### src/rtl/udma_spim_cmd_pkg.sv
// Shared definitions for the SPIM uDMA command encoder: opcodes, field
// positions, request record and encoder FSM states.
package udma_spim_cmd_pkg;

  localparam logic [3:0] CMD_UCA = 4'hD;
  localparam logic [3:0] CMD_UCS = 4'hE;

  localparam int CMD_OP_MSB    = 31;
  localparam int CMD_OP_LSB    = 28;
  localparam int CMD_TXRXN_BIT = 27;
  localparam int CMD_DS_MSB    = 26;
  localparam int CMD_DS_LSB    = 25;

  // Address/size fields are stored at their widest legal width; narrower
  // instances zero-extend into them so the payload bits above the
  // configured width stay 0 in the emitted word.
  localparam int REQ_FLD_W = 25;

  typedef struct packed {
    logic                 txrxn;
    logic                 noaddr;
    logic [REQ_FLD_W-1:0] addr;
    logic [REQ_FLD_W-1:0] size;
    logic [1:0]           datasize;
  } req_t;

  typedef enum logic [1:0] {
    ST_IDLE = 2'd0,
    ST_UCA  = 2'd1,
    ST_UCS  = 2'd2
  } state_e;

  // Build a command word; use_addr selects address payload (UCA) vs size (UCS).
  function automatic logic [31:0] enc_word(input logic [3:0] op, input req_t r,
                                           input logic use_addr);
    logic [31:0] w;
    w = '0;
    w[CMD_OP_MSB:CMD_OP_LSB] = op;
    w[CMD_TXRXN_BIT]         = r.txrxn;
    w[CMD_DS_MSB:CMD_DS_LSB] = r.datasize;
    w[REQ_FLD_W-1:0]         = use_addr ? r.addr : r.size;
    return w;
  endfunction

endpackage

### src/rtl/udma_spim_req_fifo.sv
// Small synchronous FIFO holding queued requests behind the in-flight one.
module udma_spim_req_fifo #(
  parameter int WIDTH = 8,
  parameter int DEPTH = 2,
  localparam int AW = (DEPTH > 1) ? $clog2(DEPTH) : 1,
  localparam int CW = $clog2(DEPTH + 1)
) (
  input  logic             clk_i,
  input  logic             rst_i,
  input  logic             push_i,
  input  logic [WIDTH-1:0] data_i,
  input  logic             pop_i,
  input  logic             flush_i,
  output logic [WIDTH-1:0] data_o,
  output logic [CW-1:0]    count_o,
  output logic             full_o,
  output logic             empty_o
);

  logic [WIDTH-1:0] r_mem [DEPTH];
  logic [AW-1:0]    r_wptr;
  logic [AW-1:0]    r_rptr;
  logic [CW-1:0]    r_cnt;

  // Storage write; contents need no reset since count gates visibility.
  always_ff @(posedge clk_i) begin
    if (push_i) r_mem[r_wptr] <= data_i;
  end

  // Pointer and occupancy tracking; flush discards everything queued.
  always_ff @(posedge clk_i or posedge rst_i) begin
    if (rst_i) begin
      r_wptr <= '0;
      r_rptr <= '0;
      r_cnt  <= '0;
    end else if (flush_i) begin
      r_wptr <= '0;
      r_rptr <= '0;
      r_cnt  <= '0;
    end else begin
      if (push_i) r_wptr <= r_wptr + 1'b1;
      if (pop_i)  r_rptr <= r_rptr + 1'b1;
      r_cnt <= r_cnt + CW'(push_i) - CW'(pop_i);
    end
  end

  assign data_o  = r_mem[r_rptr];
  assign count_o = r_cnt;
  assign full_o  = (r_cnt == CW'(DEPTH));
  assign empty_o = (r_cnt == '0);

endmodule

### src/rtl/udma_spim_cmd_encoder.sv
// Turns SPIM channel-transfer requests into UCA/UCS command words on a
// registered valid/ready stream, with a small queue of pending requests.
module udma_spim_cmd_encoder
  import udma_spim_cmd_pkg::*;
#(
  parameter int L2_AWIDTH_NOAL = 12,
  parameter int TRANS_SIZE     = 16,
  parameter int REQ_DEPTH      = 2,
  localparam int QW = $clog2(REQ_DEPTH + 1)
) (
  input  logic                      clk_i,
  input  logic                      rst_i,
  input  logic                      req_valid_i,
  output logic                      req_ready_o,
  input  logic                      req_txrxn_i,
  input  logic                      req_noaddr_i,
  input  logic [L2_AWIDTH_NOAL-1:0] req_addr_i,
  input  logic [TRANS_SIZE-1:0]     req_size_i,
  input  logic [1:0]                req_datasize_i,
  input  logic                      flush_i,
  output logic [31:0]               udma_cmd_o,
  output logic                      udma_cmd_valid_o,
  input  logic                      udma_cmd_ready_i,
  output logic                      busy_o,
  output logic [QW-1:0]             queued_o
);

  localparam int RW = $bits(req_t);

  state_e        r_state, w_state_nxt;
  logic          r_valid, w_valid_nxt;
  logic [31:0]   r_cmd, w_cmd_nxt;
  req_t          r_cur, w_cur_nxt;
  logic          r_busy;

  req_t          w_in, w_head, w_new;
  logic [RW-1:0] w_head_raw;
  logic [QW-1:0] w_cnt;
  logic [QW-1:0] w_cnt_nxt;
  logic          w_full, w_empty;
  logic          w_req_hs, w_out_hs, w_reload, w_fifo_avail;
  logic          w_pop, w_push, w_bypass;

  // Zero-extend the incoming request into the wide request record.
  always_comb begin
    w_in          = '0;
    w_in.txrxn    = req_txrxn_i;
    w_in.noaddr   = req_noaddr_i;
    w_in.addr[L2_AWIDTH_NOAL-1:0] = req_addr_i;
    w_in.size[TRANS_SIZE-1:0]     = req_size_i;
    w_in.datasize = req_datasize_i;
  end

  assign req_ready_o  = ~w_full & ~flush_i;
  assign w_req_hs     = req_valid_i & req_ready_o;
  assign w_out_hs     = r_valid & udma_cmd_ready_i;
  assign w_reload     = ~r_valid | w_out_hs;
  // A flush must not hand a queued request to the slot on the same edge.
  assign w_fifo_avail = ~w_empty & ~flush_i;
  assign w_head       = req_t'(w_head_raw);
  assign w_new        = w_fifo_avail ? w_head : w_in;

  // Slot reload: finish the current pair, else start the queue head, else
  // bypass the incoming request straight into the slot, else go idle.
  always_comb begin
    w_state_nxt = r_state;
    w_valid_nxt = r_valid;
    w_cmd_nxt   = r_cmd;
    w_cur_nxt   = r_cur;
    w_pop       = 1'b0;
    w_bypass    = 1'b0;
    if (w_reload) begin
      if (r_state == ST_UCA) begin
        w_state_nxt = ST_UCS;
        w_valid_nxt = 1'b1;
        w_cmd_nxt   = enc_word(CMD_UCS, r_cur, 1'b0);
      end else if (w_fifo_avail || w_req_hs) begin
        w_pop       = w_fifo_avail;
        w_bypass    = ~w_fifo_avail;
        w_cur_nxt   = w_new;
        w_valid_nxt = 1'b1;
        if (w_new.noaddr) begin
          w_state_nxt = ST_UCS;
          w_cmd_nxt   = enc_word(CMD_UCS, w_new, 1'b0);
        end else begin
          w_state_nxt = ST_UCA;
          w_cmd_nxt   = enc_word(CMD_UCA, w_new, 1'b1);
        end
      end else begin
        w_state_nxt = ST_IDLE;
        w_valid_nxt = 1'b0;
      end
    end
  end

  assign w_push    = w_req_hs & ~w_bypass;
  assign w_cnt_nxt = flush_i ? '0 : (w_cnt + QW'(w_push) - QW'(w_pop));

  udma_spim_req_fifo #(
    .WIDTH (RW),
    .DEPTH (REQ_DEPTH)
  ) u_req_fifo (
    .clk_i   (clk_i),
    .rst_i   (rst_i),
    .push_i  (w_push),
    .data_i  (w_in),
    .pop_i   (w_pop),
    .flush_i (flush_i),
    .data_o  (w_head_raw),
    .count_o (w_cnt),
    .full_o  (w_full),
    .empty_o (w_empty)
  );

  // Output slot, in-flight request and busy flag registers.
  always_ff @(posedge clk_i or posedge rst_i) begin
    if (rst_i) begin
      r_state <= ST_IDLE;
      r_valid <= 1'b0;
      r_cmd   <= '0;
      r_cur   <= '0;
      r_busy  <= 1'b0;
    end else begin
      r_state <= w_state_nxt;
      r_valid <= w_valid_nxt;
      r_cmd   <= w_cmd_nxt;
      r_cur   <= w_cur_nxt;
      r_busy  <= w_valid_nxt | (w_cnt_nxt != '0);
    end
  end

  assign udma_cmd_o       = r_cmd;
  assign udma_cmd_valid_o = r_valid;
  assign busy_o           = r_busy;
  assign queued_o         = w_cnt;

endmodule
### config.mk
export PLATFORM = sky130hd
export DESIGN_NAME = udma_spim_cmd_encoder
export DESIGN_NICKNAME = d
export VERILOG_FILES = /design/src/rtl/udma_spim_cmd_pkg.sv /design/src/rtl/udma_spim_req_fifo.sv /design/src/rtl/udma_spim_cmd_encoder.sv
export SDC_FILE = /design/constraint.sdc
export NUM_CORES = 1
export LEC_CHECK = 0
export BUFFER_PORTS_ARGS = -buffer_cell sky130_fd_sc_hd__buf_4
export CAP_MARGIN = 20
export CORE_MARGIN = 3
export CORE_UTILIZATION = 45
export DETAILED_ROUTE_END_ITERATION = 16
export GPL_TIMING_DRIVEN = 0
export PLACE_DENSITY = 0.66
export SLEW_MARGIN = 15
export SYNTH_ARGS = -nofsm -noshare
export SYNTH_HDL_FRONTEND = slang
export SYNTH_HIERARCHICAL = 1
export SYNTH_SLANG_ARGS = --single-unit
export TNS_END_PERCENT = 100
### constraint.sdc
create_clock -name clk_i -period 6.2 [get_ports clk_i]
set_clock_uncertainty 0.05 [all_clocks]
set_input_delay 0.62 -clock clk_i [delete_from_list [all_inputs] [get_ports clk_i]]
set_output_delay 0.62 -clock clk_i [all_outputs]
set_load 0.02 [all_outputs]
---- Yosys cells after proc, flatten, opt, wreduce, memory -nomap -nowiden ----
Memory sizes are Yosys's and may differ from the RTL's.
Cells that the tools add are included.
storage, ports and cells
  memories kept ........................... 1
  word-level logic and storage cells ...... 62
  output and inout port bits .............. 37
  bits in registers ....................... 68
  memory bits (writable) .................. 64
memories
  name              depth  bits a word  read ports  clocked after memory_dff  write ports  RTL line                  source
  u_req_fifo.r_mem  2      32           1           0                         1            udma_spim_req_fifo.sv:20  logic [WIDTH-1:0] r_mem [DEPTH];
cells by class
  mux-type cells .......................... 23
  reductions and logical operators ........ 8
  eq/ne operators ......................... 2
  bitwise logic cells ..................... 14
  $add $sub $neg .......................... 4
operator list
  cell                                                                   number
  32-bit two-way mux                                                     2
  54-bit two-way mux                                                     1
  30-bit two-way mux                                                     1
  1-bit two-way mux                                                      15
  2-bit two-way mux                                                      4
  2-bit nonzero test                                                     4
  1-bit NOT                                                              7
  1-bit bitwise AND                                                      5
  3-bit AND reduction                                                    1
  1-bit adder, second input constant                                     2
  2-bit by 1-bit adder with 2-bit output                                 1
  2-bit by 1-bit equality test with 1-bit output, second input constant  1
  2-bit equality test, second input constant                             1
  2-bit zero test                                                        1
  1-bit OR                                                               2
  2-bit AND reduction                                                    1
  2-bit by 1-bit subtractor with 2-bit output                            1
  1-bit logical OR                                                       1

---- Logic depth before layout (Yosys ltp) ----
  word-level depth ........................ 15
  gate-level depth with buffers ........... 14
  depth with buffers taken out ............ 11

---- By module ----
The synthesis kept the hierarchy.
modules (own cells, without submodules)
  module                 area each (µm²)  cells each  instances  sequential area each (µm²)
  udma_spim_req_fifo     4,362.9          188         1          3,343.2
  udma_spim_cmd_encoder  3,389.5          363         1          1,576.5

---- Worst setup path after synthesis ----
No wires, ideal clock.
  path type ............................... input to register
  from .................................... input flush_i
  to ...................................... memory u_req_fifo/r_mem[0][0] (netlist name), enable pin
  library setup time ...................... 0.472 ns
  cell stages on the path ................. 7
  required time ........................... 5.678 ns
  path buffers ............................ 4
  arrival ................................. 4.210 ns
  setup slack ............................. 1.468 ns
  cells stage by stage .................... buf_4 or2_1 buf_4 buf_6 buf_2 a21oi_1 nor2b_1
between the ends
  longest elaborated chain between the ends .. 11
  elaborated cells between the ends (all ways) .. 13
RTL lines
  what                                         RTL line                                                  source
  start, declared                              udma_spim_cmd_encoder.sv:20                               input logic flush_i,
  1-bit NOT (*)                                udma_spim_cmd_encoder.sv:54, udma_spim_cmd_encoder.sv:59
  1-bit bitwise AND                            udma_spim_cmd_encoder.sv:54                               assign req_ready_o = ~w_full & ~flush_i;
  1-bit bitwise AND                            udma_spim_cmd_encoder.sv:55                               assign w_req_hs = req_valid_i & req_ready_o;
  1-bit logical OR                             udma_spim_cmd_encoder.sv:77                               end else if (w_fifo_avail || w_req_hs) begin
  1-bit two-way mux                            udma_spim_cmd_encoder.sv:77
  1-bit two-way mux                            udma_spim_cmd_encoder.sv:73                               if (r_state == ST_UCA) begin
  1-bit two-way mux                            udma_spim_cmd_encoder.sv:72                               if (w_reload) begin
  1-bit NOT                                    udma_spim_cmd_encoder.sv:96                               assign w_push = w_req_hs & ~w_bypass;
  1-bit bitwise AND (*)                        udma_spim_cmd_encoder.sv:96
  net w_push                                   udma_spim_cmd_encoder.sv:42                               logic w_pop, w_push, w_bypass;
  1-bit two-way mux (*)                        udma_spim_req_fifo.sv:27                                  if (push_i) r_mem[r_wptr] <= data_i;
  1-bit two-way mux (implied by the code) (*)  udma_spim_req_fifo.sv:27
  end, declared                                udma_spim_req_fifo.sv:20
The timed path passes the listed nets; every way through them passes the cells marked *.

---- Worst setup path in the final report ----
  from .................................... register u_req_fifo.r_cnt[1] (netlist: u_req_fifo/count_o[1])
  to ...................................... memory u_req_fifo/r_mem[0][8] (netlist name), enable pin
between the ends
  elaborated cells between the ends (all ways) .. 16
RTL lines
  what                                                  RTL line                                                  source
  start, declared                                       udma_spim_req_fifo.sv:23                                  logic [CW-1:0] r_cnt;
  start signal, assigned                                udma_spim_req_fifo.sv:43                                  r_cnt <= r_cnt + CW'(push_i) - CW'(pop_i);
  2-bit zero test (*)                                   udma_spim_req_fifo.sv:50                                  assign empty_o = (r_cnt == '0);
  net w_empty                                           udma_spim_cmd_encoder.sv:40                               logic w_full, w_empty;
  1-bit NOT (*)                                         udma_spim_cmd_encoder.sv:59                               assign w_fifo_avail = ~w_empty & ~flush_i;
  1-bit bitwise AND (*)                                 udma_spim_cmd_encoder.sv:59
  1-bit logical OR / 1-bit NOT (equally long branches)  udma_spim_cmd_encoder.sv:77, udma_spim_cmd_encoder.sv:79
  1-bit two-way mux (*)                                 udma_spim_cmd_encoder.sv:77
  1-bit two-way mux (*)                                 udma_spim_cmd_encoder.sv:73
  1-bit two-way mux (*)                                 udma_spim_cmd_encoder.sv:72
  1-bit NOT (*)                                         udma_spim_cmd_encoder.sv:96
  1-bit bitwise AND (*)                                 udma_spim_cmd_encoder.sv:96
  net w_push                                            udma_spim_cmd_encoder.sv:42
  1-bit two-way mux (*)                                 udma_spim_req_fifo.sv:27
  1-bit two-way mux (implied by the code) (*)           udma_spim_req_fifo.sv:27
Marks and branches as above.

==> impl_metrics.yaml <==
timing:
  clock.fmax_mhz: 305
  timing.final.ws_setup_ns: 2.92
  max-slew-margin-rel: 0.483
  rsz0062_at_grt: "no"
  fin_tns_setup_ns: 0
  finalSetupViolCount: 0
  layout_min_cycle_time_ns: 3.28
  fin_crit_sh: 0.529
  hold_viol_final: 0
  slew_viol_final: 0
  tightest_slew_ns: 0.776
place:
  post-dp-hpwl_mm: 11.7
  preCtsSetupSlack_ns: 2.57
  port-buffer-count: 73
  placed_cell_area_mm2: 0.00884
  place.gp.congestion: 0.807
drt:
  avgRoutedWirePerCell_um: 18.5
  detail-route-antenna-nets: 0
  routed_wl_mm: 17.1
  vias: 4845
  drt_pass1_iterations: 6
  drcViolationCount: 0
  via_per_inst: 5.25
  drt_iter0_drc: 353
worst_setup_path:
  reg2regPathDepth: 9
  worst_setup_path_end_kind: "flop"
  cp.arrival_ns: 3.36
  startpoint_type: "flop"
  r2r_start: "u_req_fifo/count_o[1]"
  crit_fanout: 21
  worst_ep_required_time_ns: 6.28
  path_class: "reg -> reg"
  r2r-end: "u_req_fifo/r_mem[0][8]"
  r2r_slack_ns: 2.92
logic_synthesis:
  ys.flop_type: "edfxtp_1"
  synthArstFlopShare: 0.383
  ys_warn_count: 6
  synth_cells: 551
  ys_types: 41
  netlist_area_mm2: 0.00775
  ys_ff_latch: 175
  avgSynthCellArea_um2: 14.1
  synth_edf_count: 108
  seq_area_frac_synth: 0.635
job:
  cap_violations: 0
finish:
  utilization: 0.566
  fillers: 1375
  final_area_mm2: 0.00945
  area_growth_pct: 21.9
  drive_above_1_share: 0.310
  nNetsFinal: 731
  antenna_cells: 0
cts:
  numCtsBuffers: 17
  cts_htree_levels: 4
  clkSinkCount: 175
  clk_latency_ns: 0.42
  cts_resized: 0
  hold_buffers: 0
  path_clk_slew_ns: 0.06
  tritoncts: "yes"
  cts_buffer_depth: 2
  postCtsSetupBuffers: 0
  cts-root-buf: "clkbuf_16"
pwr:
  finalPower_uw: 4200
  cellPowerDensity_mw_per_mm2: 444
  p_leak_uw: 0.00385
  ir_worst_vdd_mv: 0.217
grt:
  grt_max_degree: 41
  grt_pass1_wl_mm: 26.3
  antenna_found_initial: 0
  grtUsageTotal: 0.187
  grt_pass1_vias: 4829
  gr-total-overflow: 0
run_status:
  outcome: "finished, final reports clean"
floorplan:
  start_util: 0.464
  dieArea_mm2: 0.0188
  num_io_pins: 74
  core_mm2: 0.0167
  rows: 47
  die_x_um: 137
  die_h_um: 137
worst_hold_path:
  hold_path.class: "in -> async"
[cells in the mapped netlist (5+ instances only)]
library cell  count  area share
nand2b_1          5      0.0040
a221oi_1          9       0.010
buf_12            5       0.013
o21ai_0          16       0.010
inv_1             6      0.0029
dfrtp_1          67        0.22
mux2_4           49       0.095
nor2b_1           5      0.0040
mux2_2           26       0.038
a21oi_1          13      0.0084
nand2_1          65       0.031
clkbuf_1          8      0.0039
a22o_1            9       0.010
nor2_1           56       0.027
edfxtp_1        108        0.42
mux2i_1          17       0.022
buf_2            13      0.0084
buf_4             6      0.0058
o22ai_1          12      0.0097
a31oi_1          19       0.015
[through the flow]
step | std cells | hold WS [ns]
2_1_floorplan | 594 | 0.336
3_3_place_gp | 887 | 0.420
3_5_place_dp | 891 | 0.438
4_1_cts | 923 | 0.0414
5_1_grt | 923 | 0.0630
6_report | 923 | 0.0502
[flip-flops by register name, summed over array words and instances (netlist names)]
name and count:
u_req_fifo/r_rptr 1, u_req_fifo/count_o 2, u_req_fifo/r_wptr 1, udma_cmd_o 31, udma_cmd_valid_o 1, busy_o 1
r_state 2, r_cur 28, u_req_fifo/r_mem 108
[worst max path at each step]
stage                                from                 endpoint  slack [ns]
global route        u_req_fifo/count_o[1]   u_req_fifo/r_mem[0][8]        2.71
global placement                  flush_i  u_req_fifo/r_mem[0][33]       -0.47
detailed placement                flush_i   u_req_fifo/r_mem[0][8]        2.57
floorplan                         flush_i   u_req_fifo/r_mem[0][0]        1.47
finish              u_req_fifo/count_o[1]   u_req_fifo/r_mem[0][8]        2.92
CTS                 u_req_fifo/count_o[1]   u_req_fifo/r_mem[0][8]        2.89
[placed cells by master, fill, tap and decap left out, types with 2 or more instances in the layout]
cell type / count
a21oi_1: 13
a221oi_1: 9
a22o_1: 9
a311oi_1: 4
a31o_2: 3
a31oi_1: 19
buf_12: 7
buf_16: 2
buf_2: 13
buf_4: 79
buf_6: 2
bufinv_16: 4
clkbuf_1: 10
clkbuf_16: 17
clkinv_2: 6
conb_1: 44
dfrtp_1: 67
edfxtp_1: 108
ha_1: 4
inv_1: 5
mux2_2: 26
mux2_4: 49
mux2i_1: 17
nand2_1: 65
nand2b_1: 5
nor2_1: 56
nor2b_1: 4
o21a_1: 2
o21ai_0: 16
o22ai_1: 12
o31ai_1: 4
xnor2_1: 4
[power by group]
part | internal, uW | total (uW) | switching [uW]
logic | 663 | 1470 | 808
clock network | 668 | 1090 | 424
registers | 1500 | 1640 | 131
total | 2840 | 4200 | 1360
[layout make-up]
type                    count  area [um2]  share of cell area
plain buffers              35         267              0.0282
clock buffers              19         433              0.0458
clock inverters            13         170              0.0180
inverters                   6        25.0             0.00265
multi-input cells         378        2720               0.287
flip-flops and latches    175        4920               0.521
well taps                 220         275              0.0291
repair buffers             77         643              0.0681
[critical path: stages, from the launching register on]
cell and delay (ns):
dfrtp_1 0.43, nor2_1 0.14, or2_1 0.28, buf_4 0.19, buf_6 0.16, buf_2 0.22
a21oi_1 0.40, nor2b_4 0.67, buf_16 0.24, buf_16 0.18
[per-layer routing]
| layer | vias to the layer above | part of all wire | routed length, um | GRT usage |
|---|---|---|---|---|
| met1 | 2366 | 0.43 | 7410 | 0.262 |
| met3 | 26 | 0.064 | 1100 | 0.0314 |
| li1 | 2255 | - | - | - |
| met5 | - | 0 | 0 | 0 |
| met2 | 198 | 0.48 | 8260 | 0.294 |
| met4 | 0 | 0.019 | 331 | 0.0743 |
[logic make-up (layout without fill, tap and decap cells)]
group / count (synthesis) / count (layout) / synth area share
muxes: 92 / 92 / 0.155
other: 1 / 44 / 0.000484
buffers and inverters: 41 / 150 / 0.0373
AOI/OAI and AO/OA: 96 / 96 / 0.0865
and+or+nand+nor: 137 / 137 / 0.0726
xor gates and xnor gates: 5 / 5 / 0.00742
DFF: 175 / 175 / 0.635
adders and majority gates: 4 / 4 / 0.00646
(Power assumes the default switching activity.)
